$ cat src/rtl/imem_loader.sv
// ============================================================================
// Module      : imem_loader
// Description : Loads instruction memory from a byte stream (count byte, then
//               little-endian words) and stalls the pipeline while loading.
// Revision    : 1.0 - initial release
// ============================================================================
`default_nettype none

module imem_loader #(
  parameter int DEPTH = 64
) (
  input  logic        clk,
  input  logic        reset,
  input  logic        start,
  input  logic        rx_valid,
  input  logic [7:0]  rx_data,
  output logic        rx_ready,
  output logic        we,
  output logic [31:0] wa,
  output logic [31:0] wd,
  output logic        loading,
  output logic        done,
  output logic        error
);

  localparam int IDXW = $clog2(DEPTH) + 1;

  typedef enum logic [2:0] {
    S_IDLE  = 3'd0,
    S_COUNT = 3'd1,
    S_DATA  = 3'd2,
    S_WRITE = 3'd3,
    S_DONE  = 3'd4,
    S_ERROR = 3'd5
  } state_t;

  state_t            r_state;
  state_t            w_next;
  logic [7:0]        r_n;
  logic [IDXW-1:0]   r_idx;
  logic [1:0]        r_bcnt;
  logic [23:0]       r_asm;
  logic [31:0]       r_wa;
  logic [31:0]       r_wd;
  logic              w_xfer;
  logic              w_more;
  logic              w_too_big;
  logic              w_restart;

  assign w_xfer    = rx_valid && rx_ready;
  assign w_more    = ({{(32-IDXW){1'b0}}, r_idx} + 32'd1) < {24'd0, r_n};
  assign w_too_big = {24'd0, rx_data} > 32'(DEPTH);
  assign w_restart = start && (r_state == S_IDLE || r_state == S_DONE || r_state == S_ERROR);

  always_ff @(posedge clk) begin
    if (reset) begin
      r_state <= S_IDLE;
    end else begin
      r_state <= w_next;
    end
  end

  always_comb begin
    w_next = r_state;
    case (r_state)
      S_IDLE, S_DONE, S_ERROR: begin
        if (start) w_next = S_COUNT;
      end
      S_COUNT: begin
        if (w_xfer) begin
          if (rx_data == 8'd0)  w_next = S_DONE;
          else if (w_too_big)   w_next = S_ERROR;
          else                  w_next = S_DATA;
        end
      end
      S_DATA: begin
        if (w_xfer && r_bcnt == 2'd3) w_next = S_WRITE;
      end
      S_WRITE: begin
        w_next = w_more ? S_DATA : S_DONE;
      end
      default: w_next = S_IDLE;
    endcase
  end

  // Completed words are latched separately so wa/wd stay stable between writes
  always_ff @(posedge clk) begin
    if (reset) begin
      r_n    <= 8'd0;
      r_idx  <= '0;
      r_bcnt <= 2'd0;
      r_asm  <= 24'd0;
      r_wa   <= 32'd0;
      r_wd   <= 32'd0;
    end else begin
      if (w_restart) begin
        r_idx  <= '0;
        r_bcnt <= 2'd0;
      end
      if (r_state == S_COUNT && w_xfer) begin
        r_n <= rx_data;
      end
      if (r_state == S_DATA && w_xfer) begin
        if (r_bcnt == 2'd3) begin
          r_wd   <= {rx_data, r_asm};
          r_wa   <= {{(30-IDXW){1'b0}}, r_idx, 2'b00};
          r_bcnt <= 2'd0;
        end else begin
          r_asm[8*r_bcnt +: 8] <= rx_data;
          r_bcnt               <= r_bcnt + 2'd1;
        end
      end
      if (r_state == S_WRITE) begin
        r_idx <= r_idx + 1'b1;
      end
    end
  end

  assign rx_ready = (r_state == S_COUNT) || (r_state == S_DATA);
  assign we       = (r_state == S_WRITE);
  assign loading  = (r_state == S_COUNT) || (r_state == S_DATA) || (r_state == S_WRITE);
  assign done     = (r_state == S_DONE);
  assign error    = (r_state == S_ERROR);
  assign wa       = r_wa;
  assign wd       = r_wd;

endmodule

`default_nettype wire

$ cat config.mk
export PLATFORM = sky130hd
export DESIGN_NAME = imem_loader
export DESIGN_NICKNAME = d
export VERILOG_FILES = /design/src/rtl/imem_loader.sv
export SDC_FILE = /design/constraint.sdc
export NUM_CORES = 1
export LEC_CHECK = 0
export BUFFER_PORTS_ARGS = -buffer_cell sky130_fd_sc_hd__buf_4
export CORE_ASPECT_RATIO = 1.1
export CORE_UTILIZATION = 58
export DETAILED_ROUTE_END_ITERATION = 10
export GPL_ROUTABILITY_DRIVEN = 0
export MAX_ROUTING_LAYER = met4
export PLACE_DENSITY = 0.83
export SKIP_CTS_REPAIR_TIMING = 1
export SYNTH_ARGS = -nofsm -noshare
export SYNTH_HDL_FRONTEND = slang
export SYNTH_SLANG_ARGS = --single-unit
export TNS_END_PERCENT = 100
$ cat constraint.sdc
create_clock -name clk -period 5.5 [get_ports clk]
set_input_delay 0.275 -clock clk [delete_from_list [all_inputs] [get_ports clk]]
set_output_delay 0.275 -clock clk [all_outputs]
set_load 0.005 [all_outputs]
## Word-level counts from Yosys, hierarchy flattened

Cells that the tools add are included.

| cells by class | value |
|---|---|
| $add $sub $neg | 4 |
| $lt $le $gt $ge | 2 |
| equal/unequal tests | 9 |
| shifts and indexed selects | 2 |
| muxes and demuxes | 13 |
| bitwise operators | 1 |
| reductions and logical operators | 17 |

Operator list:

| cell | count |
|---|---|
| negation 5 -> 34 bit | 1 |
| variable shift 8 x 34 -> 24 bit, first input constant | 1 |
| variable part select 8 x 34 -> 24 bit | 1 |
| bitwise mux 24 bit | 1 |
| two-way mux 3 bit | 6 |
| two-way mux 7 bit | 2 |
| one-hot mux 3 bit (4 select lines) | 1 |
| adder 7 x 1 -> 8 bit, second input constant | 1 |
| > comparator 8 x 7 -> 1 bit, second input constant | 1 |
| zero test 8 bit | 1 |
| less-than comparator 8 bit | 1 |
| adder 7 x 1 -> 7 bit, second input constant | 1 |
| == test 3 x 2 -> 1 bit, second input constant | 2 |
| == test 3 bit, second input constant | 2 |
| two-way mux 2 bit | 3 |
| inequality test 2 bit, second input constant | 3 |
| logical AND 1 bit | 5 |
| logical OR 1 bit | 4 |
| AND reduction 2 bit | 2 |
| nonzero test 2 bit | 2 |
| == test 3 x 1 -> 1 bit, second input constant | 1 |
| zero test 3 bit | 1 |
| AND reduction 3 bit | 1 |
| OR reduction 3 bit | 1 |
| other kinds (3) | 3 |

| storage, ports and cells | value |
|---|---|
| flip-flop bits (word level) | 83 |
| output and inout port bits | 69 |
| word-level logic and storage cells | 55 |

## Logic depth before layout (Yosys ltp)

Gate-level depths: netlist of the first run.

| depth | value |
|---|---|
| word-level depth | 6 |
| gate-level depth with buffers | 9 |
| mapped depth without buffers | 9 |

## Worst setup path before layout of the first run

Ideal clock, no wire load.

| timing | value |
|---|---|
| kind | register to register |
| start | register r_idx[0] |
| end | register r_state[1] |
| arrival time | 2.019 ns |
| data required time | 5.385 ns |
| setup slack | 3.367 ns |
| stages on the path, launching flop included | 10 |
| path buffers | 0 |
| period minus slack after synthesis | 2.133 ns |
| cell sequence | dfxtp_1 > ha_1 > nand3_1 > o21a_1 > or2_2 > ha_1 > nand4_1 > a21oi_1 > a211oi_1 > o21a_1 |

| on the way | value |
|---|---|
| word-level cells in the longest chain between the ends | 4 |

RTL lines:

| what | RTL line | source |
|---|---|---|
| start: declaration | 40 | `logic [IDXW-1:0] r_idx;` |
| start signal: assignment | 114 | `r_idx <= r_idx + 1'b1;` |
| adder 7 x 1 -> 8 bit | 51 | `assign w_more = ({{(32-IDXW){1'b0}}, r_idx} + 32'd1) < {24'd0, r_n};` |
| less-than comparator 8 bit | 51 |  |
| two-way mux 3 bit | 80 | `w_next = w_more ? S_DATA : S_DONE;` |
| one-hot mux 3 bit (4 select lines) | 65 | `case (r_state)` |
| end signal: assignment | 59 | `r_state <= w_next;` |
| end: declaration | 37 | `state_t r_state;` |

Every way passes these cells.
A chain may end at the register's enable or synchronous reset.

## Worst setup path in the final report of the first run

| timing | value |
|---|---|
| start | register r_state[1] |
| end | register r_wd[8], in the netlist wd[8] |

| on the way | value |
|---|---|
| word-level cells in the longest chain between the ends | 5 |

RTL lines:

| what | RTL line | source |
|---|---|---|
| == test 3 x 1 -> 1 bit or == test 3 x 2 -> 1 bit (tied branches) | 119, 103 |  |
| logical OR 1 bit | 119 | `assign rx_ready = (r_state == S_COUNT) \|\| (r_state == S_DATA);` |
| logical AND 1 bit | 50 | `assign w_xfer = rx_valid && rx_ready;` |
| logical AND 1 bit * | 103 | `if (r_state == S_DATA && w_xfer) begin` |
| AND reduction 2 bit (no source line) * | -- |  |
| end signal: assignment | 105 | `r_wd <= {rx_data, r_asm};` |
| end: declaration | 44 | `logic [31:0] r_wd;` |

Mark *: on every way between the ends. The rest lies on a longest branch, timed or not.

==> results.toml, run 1 <==
[min_path]
holdCritPathClass = "primary input to register"
hold_path_depth = 3
hold_start = "rx_data[0]"
holdPathEnd = "wd[24]"

[final_layout]
layout.area.seq_sq_mm = 0.00166
multi_input_comb_area_sq_mm = 0.00182
finalCoreUtilization = 0.681
final_common_cell = "nand2_1"
mostFrequentLayoutCells = "nand2_1, dfxtp_1, a21oi_1"
design.final.nets = 528
synthToLayoutAreaGrowth_pct = 13.0
final-instance-count-excl-fill = 588
fin_area_sq_mm = 0.00422
num_antenna_cells = 0
post_route_cells_drive_above_1_share = 0.159
nFillCells = 531

[placed_design]
post_detail_place_hpwl_um = 5590
port_buffers = 55
placedInstanceArea_sq_mm = 0.00406
placedCellCount = 572
setup_ws_pre_cts_ns = 3.05

[power]
switchingPower_uw = 257
p_leak_nw = 1.58
pwr_density_cell_mw_per_mm2 = 248
combinationalPowerShare = 0.059
power.share.sequential = 0.583
p_int_uw = 789
report.power.total_mw = 1.05
clkPwrFrac = 0.357
worst_ir_drop_vdd_mv = 0.131
power.switching_fraction = 0.246

[grt]
grt_antenna_before_repair = 0
grt_use_total = 0.257
grt_start_max_net_pins = 84
grt_pass1_wl_um = 13000
grt_pass1_vias = 2806
globalRoute.totalOverflow = 0

[drt]
drtAntennaViolNets = 0
totalWireLength_um = 8110
post_drt_via_cell_ratio = 5.39
initialDrtViolationCount = 230
drtPass1Iterations = 4
route.vias.total = 3170
detail_route.wl_per_cell_um = 13.8
drc = 0

[timing]
clock.fmax_mhz = 401
timing.hold.ws_ns = 0.224
hold_violations = 0
worst-slew-pin-transition_ns = 1.05
final_min_period_over_clock_period = 0.453
relSlewSlack = 0.297
fin_skew_ns = 0.00833
rsz0062_at_grt = "no"
period_needed_ns = 2.49
post-route-worst-setup-slack_ns = 3.01
timing.final.setup_violations = 0
drv_slew = 0
timing.setup.tns_ns = 0

[cts]
cts.reportedPaths.clkPinSlew_ns = 0.08
cts_sinks = 83
numCtsBuffers = 9
clock_latency_ns = 0.35
clock_tree.htree_level_count = 3
cts_root_buf = "clkbuf_8"
tritoncts_clock_tree = "yes"
clk_path_buf_depth = 2

[yosys]
synth_cell_types = 43
postSynthRegisterBits = 83
synth_flop_cell = "dfxtp_1"
syn-mean-instance-area_sq_um = 8.10
seq_area_frac_synth = 0.445
number_of_warnings_issued_by_yosys = 0
syn-cell-area_sq_mm = 0.00373
synth_cells = 461
postSynth.asyncResetShare = 0
synth_enable_flop_cells = 0

[worst_setup_path]
setup.worst_path.end_class = "register"
slowest_delay_ns = 0.66
combined_buffer_and_inverter_count_along_the_critical_path = 1
crit_chain = "nor4bb_1 > and2_1 > buf_4 > nand2_1 > a21oi_1"
cp_max_fo = 26
r2r_start = "r_state[1]"
setup.worst_path.start_class = "register"
r2r_end = "wd[8]"
cpMaxStageDelayCell = "nor4bb_1"
ff2ff_setup_slack_ns = 3.01
worst_path_dominant_cell_family = "simple AND/OR/NAND/NOR gates"
worst-setup-path-type = "register to register"
cp.arrival_ns = 2.75
worst_ep_required_time_ns = 5.76
r2r.worst_path.cells = 5

[job]
max-cap-violations = 0

[run_status]
outcome = "finished, final reports clean"

[die]
num_io_pins = 81
die_h_um = 86.1
row_count = 30
start_util = 0.603
core_sq_mm = 0.00619
total_die_area_sq_mm = 0.00676
fp.dieW_um = 78.5
## area by class of cell
class                   count  share of cell area
flip-flops and latches     83               0.394
repair buffers             57               0.101
well taps                  80              0.0237
inverters                  12              0.0107
clock buffers              11              0.0312
multi-input cells         340               0.432
clock inverters             5             0.00712
## how the worst max path moves through the flow
stage	start	endpoint	slack, ns	cells past startpoint
2_1_floorplan	r_idx[0]	r_state[1]	3.37	9
3_3_place_gp	r_state[1]	wd[16]	3.11	5
3_5_place_dp	r_state[0]	wd[8]	3.05	5
4_1_cts	r_state[0]	wd[8]	3.00	5
5_1_grt	r_state[1]	wd[14]	2.79	5
6_report	r_state[1]	wd[8]	3.01	5
## per-layer routing
metal,part of all wire,vias up,GRT usage
met2,0.49,97,0.432
met1,0.44,1482,0.311
met4,0.013,0,0.0808
met3,0.055,9,0.0489
met5,0,-,-
li1,-,1582,-
## worst register-to-register path: stages (launching register included)
cell      delay [ns]
dfxtp_1         0.48
nor4bb_1        0.66
and2_1          0.59
buf_4           0.39
nand2_1         0.11
a21oi_1         0.16
## sequential cells by signal, indices dropped and copies added (netlist names)
register and count:
wa 7, r_idx 7, r_bcnt 2, r_state 3, r_n 8, r_asm 24
wd 32
## logic make-up (layout without fill, tap and decap cells)
family | Yosys count | after routing | synth area share
flip-flops | 83 | 83 | 0.445
other | 1 | 25 | 0.00100
XOR/XNOR | 4 | 4 | 0.00939
multiplexers | 10 | 10 | 0.0272
AND/OR/NAND/NOR | 190 | 190 | 0.240
buffers and inverters | 62 | 85 | 0.0912
AO/OA/AOI/OAI | 98 | 98 | 0.142
adder cells (fa/ha/maj) | 13 | 13 | 0.0436
## power groups by stage
stage / registers [mW] / clock network (mW) / logic [mW]
final: 0.610 / 0.374 / 0.0622
after global routing: 0.611 / 0.405 / 0.0689
after CTS: 0.610 / 0.377 / 0.0612
after detailed placement: 0.624 / 0 / 0.0608
after global placement: 0.624 / 0 / 0.0596
after floorplan: 0.621 / 0 / 0.0542
## synth_stat cells (2+ instances only)
| cell type | number | area (sq um) |
|---|---|---|
| o21ai_0 | 3 | 15.0 |
| nor3b_1 | 3 | 22.5 |
| and2_1 | 2 | 12.5 |
| xor2_1 | 2 | 17.5 |
| nor2_1 | 19 | 71.3 |
| o21a_1 | 2 | 15.0 |
| nand3b_1 | 6 | 45.0 |
| ha_1 | 13 | 163 |
| dfxtp_1 | 83 | 1660 |
| or3_1 | 2 | 12.5 |
| clkbuf_1 | 14 | 52.6 |
| nor3b_4 | 3 | 56.3 |
| mux2i_1 | 9 | 90.1 |
| buf_4 | 25 | 188 |
| o21ai_1 | 5 | 25.0 |
| nand2b_1 | 5 | 31.3 |
| nand2_1 | 111 | 417 |
| nor3_1 | 2 | 10.0 |
| inv_1 | 11 | 41.3 |
| a211oi_1 | 2 | 15.0 |
| a31oi_1 | 4 | 25.0 |
| buf_2 | 10 | 50.1 |
| and3_1 | 2 | 12.5 |
| nand3_1 | 27 | 135 |
| a21oi_1 | 77 | 385 |
| xnor2_1 | 2 | 17.5 |
Note: power is estimated with default switching activity, not from simulation.
==> run 2, diff against run 1 <==
--- a/config.mk
+++ b/config.mk
@@ -7,11 +7,11 @@
 export LEC_CHECK = 0
 export BUFFER_PORTS_ARGS = -buffer_cell sky130_fd_sc_hd__buf_4
 export CORE_ASPECT_RATIO = 1.1
-export CORE_UTILIZATION = 58
+export CORE_UTILIZATION = 54
 export DETAILED_ROUTE_END_ITERATION = 10
 export GPL_ROUTABILITY_DRIVEN = 0
 export MAX_ROUTING_LAYER = met4
-export PLACE_DENSITY = 0.83
+export PLACE_DENSITY = 0.78
 export SKIP_CTS_REPAIR_TIMING = 1
 export SYNTH_ARGS = -nofsm -noshare
 export SYNTH_HDL_FRONTEND = slang
==> constraint.sdc (replaced) <==
create_clock -name clk -period 2.6 [get_ports clk]
set_input_delay 0.13 -clock clk [delete_from_list [all_inputs] [get_ports clk]]
set_output_delay 0.13 -clock clk [all_outputs]
set_load 0.005 [all_outputs]
==> run 2 against run 1 <==
Net effect: final cell count is 1.2% higher; clock-buffer cell count is 2 lower; maximum frequency is 6.4% higher; register-to-register slack worse by 2.8 ns; critical path type unchanged; largest cell class unchanged.
==> results.toml, run 2 (synthesis gave the netlist of run 1 again) <==
[power]
power.share.sequential = 0.502
power.switching_fraction = 0.230
pwr_density_cell_mw_per_mm2 = 592
switchingPower_uw = 591
combinationalPowerShare = 0.051
worst_ir_drop_vdd_mv = 0.415
p_leak_nw = 1.65
clkPwrFrac = 0.447
p_int_mw = 1.98

[min_path]
hold_start = "rx_data[3]"
holdPathEnd = "wd[27]"
holdCritPathClass = "primary input to register"
hold_path_depth = 3

[worst_setup_path]
r2r.worst_path.cells = 9
worst_path_dominant_cell_family = "compound AO/OA/AOI/OAI gates"
cpMaxStageDelayCell = "dfxtp_1"
r2r_start = "r_idx[0]"
worst-setup-path-type = "register to register"
setup.worst_path.end_class = "register"
setup.worst_path.start_class = "register"
crit_chain = "ha_1 > nand3_1 > o21a_1 > or2_2 > ha_1 > nand2_1 > o21ai_0 > a211oi_1 > o21a_1"
cp_max_fo = 6
r2r_end = "r_state[1]"
cp.arrival_ns = 2.59
worst_ep_required_time_ns = 2.85
combined_buffer_and_inverter_count_along_the_critical_path = 0
slowest_delay_ns = 0.42
ff2ff_setup_slack_ns = 0.26

[die]
core_sq_mm = 0.00663
row_count = 31
num_io_pins = 81
total_die_area_sq_mm = 0.00725
start_util = 0.563
die_h_um = 89.2
fp.dieW_um = 81.3

[drt]
totalWireLength_um = 7830
drtPass1Iterations = 4
initialDrtViolationCount = 183
detail_route.wl_per_cell_um = 13.2
drtAntennaViolNets = 0
drc = 0
post_drt_via_cell_ratio = 5.32
route.vias.total = 3164

[cts]
clock_tree.htree_level_count = 3
tritoncts_clock_tree = "yes"
cts_root_buf = "clkbuf_8"
cts.reportedPaths.clkPinSlew_ns = 0.09
clk_path_buf_depth = 2
numCtsBuffers = 9
clock_latency_ns = 0.36
cts_sinks = 83

[final_layout]
final_common_cell = "nand2_1"
num_antenna_cells = 0
fin_area_sq_mm = 0.00435
largest_register_ff_count = 32
synthToLayoutAreaGrowth_pct = 16.5
design.final.nets = 533
post_route_cells_drive_above_1_share = 0.172
mostFrequentLayoutCells = "nand2_1, dfxtp_1, a21oi_1"

[timing]
timing.setup.tns_ns = 0
worst-slew-pin-transition_ns = 0.805
period_needed_ns = 2.34
timing.final.setup_violations = 0
clock.fmax_mhz = 427
final_min_period_over_clock_period = 0.900
drv_slew = 0
rsz0062_at_grt = "no"
relSlewSlack = 0.463
hold_violations = 0
fin_skew_ns = 0.0157

[grt]
grt_use_total = 0.240
globalRouteMet2Util = 0.392
grt_antenna_before_repair = 0
grt_pass1_wl_um = 12900
grt_start_max_net_pins = 84
busiest_layer = "met2"
globalRouteMet3Util = 0.0500
grt_pass1_vias = 2834
groute.layer.met1.usage = 0.294
globalRoute.totalOverflow = 0

[placed_design]
placedInstanceArea_sq_mm = 0.00410
post_detail_place_hpwl_um = 5330
port_buffers = 55

[run_status]
outcome = "finished, final reports clean"

[job]
max-cap-violations = 0
run 2: cell type report:
class | instances | area [sq um]
multi-input combinational | 340 | 1820
clock buffer | 9 | 124
timing repair buffer | 62 | 465
tap | 82 | 103
clock inverter | 7 | 128
inverter | 12 | 45.0
fill | 569 | 2290
sequential | 83 | 1660
run 2: worst max-delay path by stage:
stage | start | to | slack, ns | cells after the start
detailed placement | r_idx[0] | r_state[1] | 0.27 | 9
global placement | r_idx[0] | r_state[1] | 0.36 | 9
floorplan | r_idx[0] | r_state[1] | 0.47 | 9
finish | r_idx[0] | r_state[1] | 0.26 | 9
global route | r_idx[0] | r_state[1] | 0.04 | 9
CTS | r_idx[0] | r_state[1] | 0.25 | 9
run 2: power by group through the flow:
stage | combinational [mW] | clock, mW | sequential (mW)
after floorplan | 0.115 | 0 | 1.31
after global placement | 0.129 | 0 | 1.32
after detailed placement | 0.130 | 0 | 1.32
after CTS | 0.131 | 1.17 | 1.29
after global routing | 0.147 | 1.21 | 1.29
final | 0.132 | 1.15 | 1.29
run 2: routing by layer:
metal / vias to the layer above / wire [um]
met5: - / 0
met4: 0 / 45
met3: 6 / 447
met2: 98 / 3770
met1: 1471 / 3560
li1: 1589 / -
run 2: worst reg2reg max path, cell delays in order (launching register included):
cell and delay (ns):
dfxtp_1 0.42, ha_1 0.25, nand3_1 0.19, o21a_1 0.24, or2_2 0.29, ha_1 0.29, nand2_1 0.05, o21ai_0 0.24
a211oi_1 0.09, o21a_1 0.18
run 2: through the flow:
step | total power, mW | cells | setup slack (ns) | hold WS [ns] | utilization
2_1_floorplan | 1.43 | 485 | 0.467 | 0.266 | -
3_3_place_gp | 1.45 | 579 | 0.362 | 0.440 | 0.617
3_5_place_dp | 1.45 | 579 | 0.266 | 0.442 | 0.617
4_1_cts | 2.59 | 595 | 0.254 | 0.0568 | 0.655
5_1_grt | 2.65 | 595 | 0.0368 | 0.0537 | 0.655
6_report | 2.57 | 595 | 0.259 | 0.0712 | 0.655
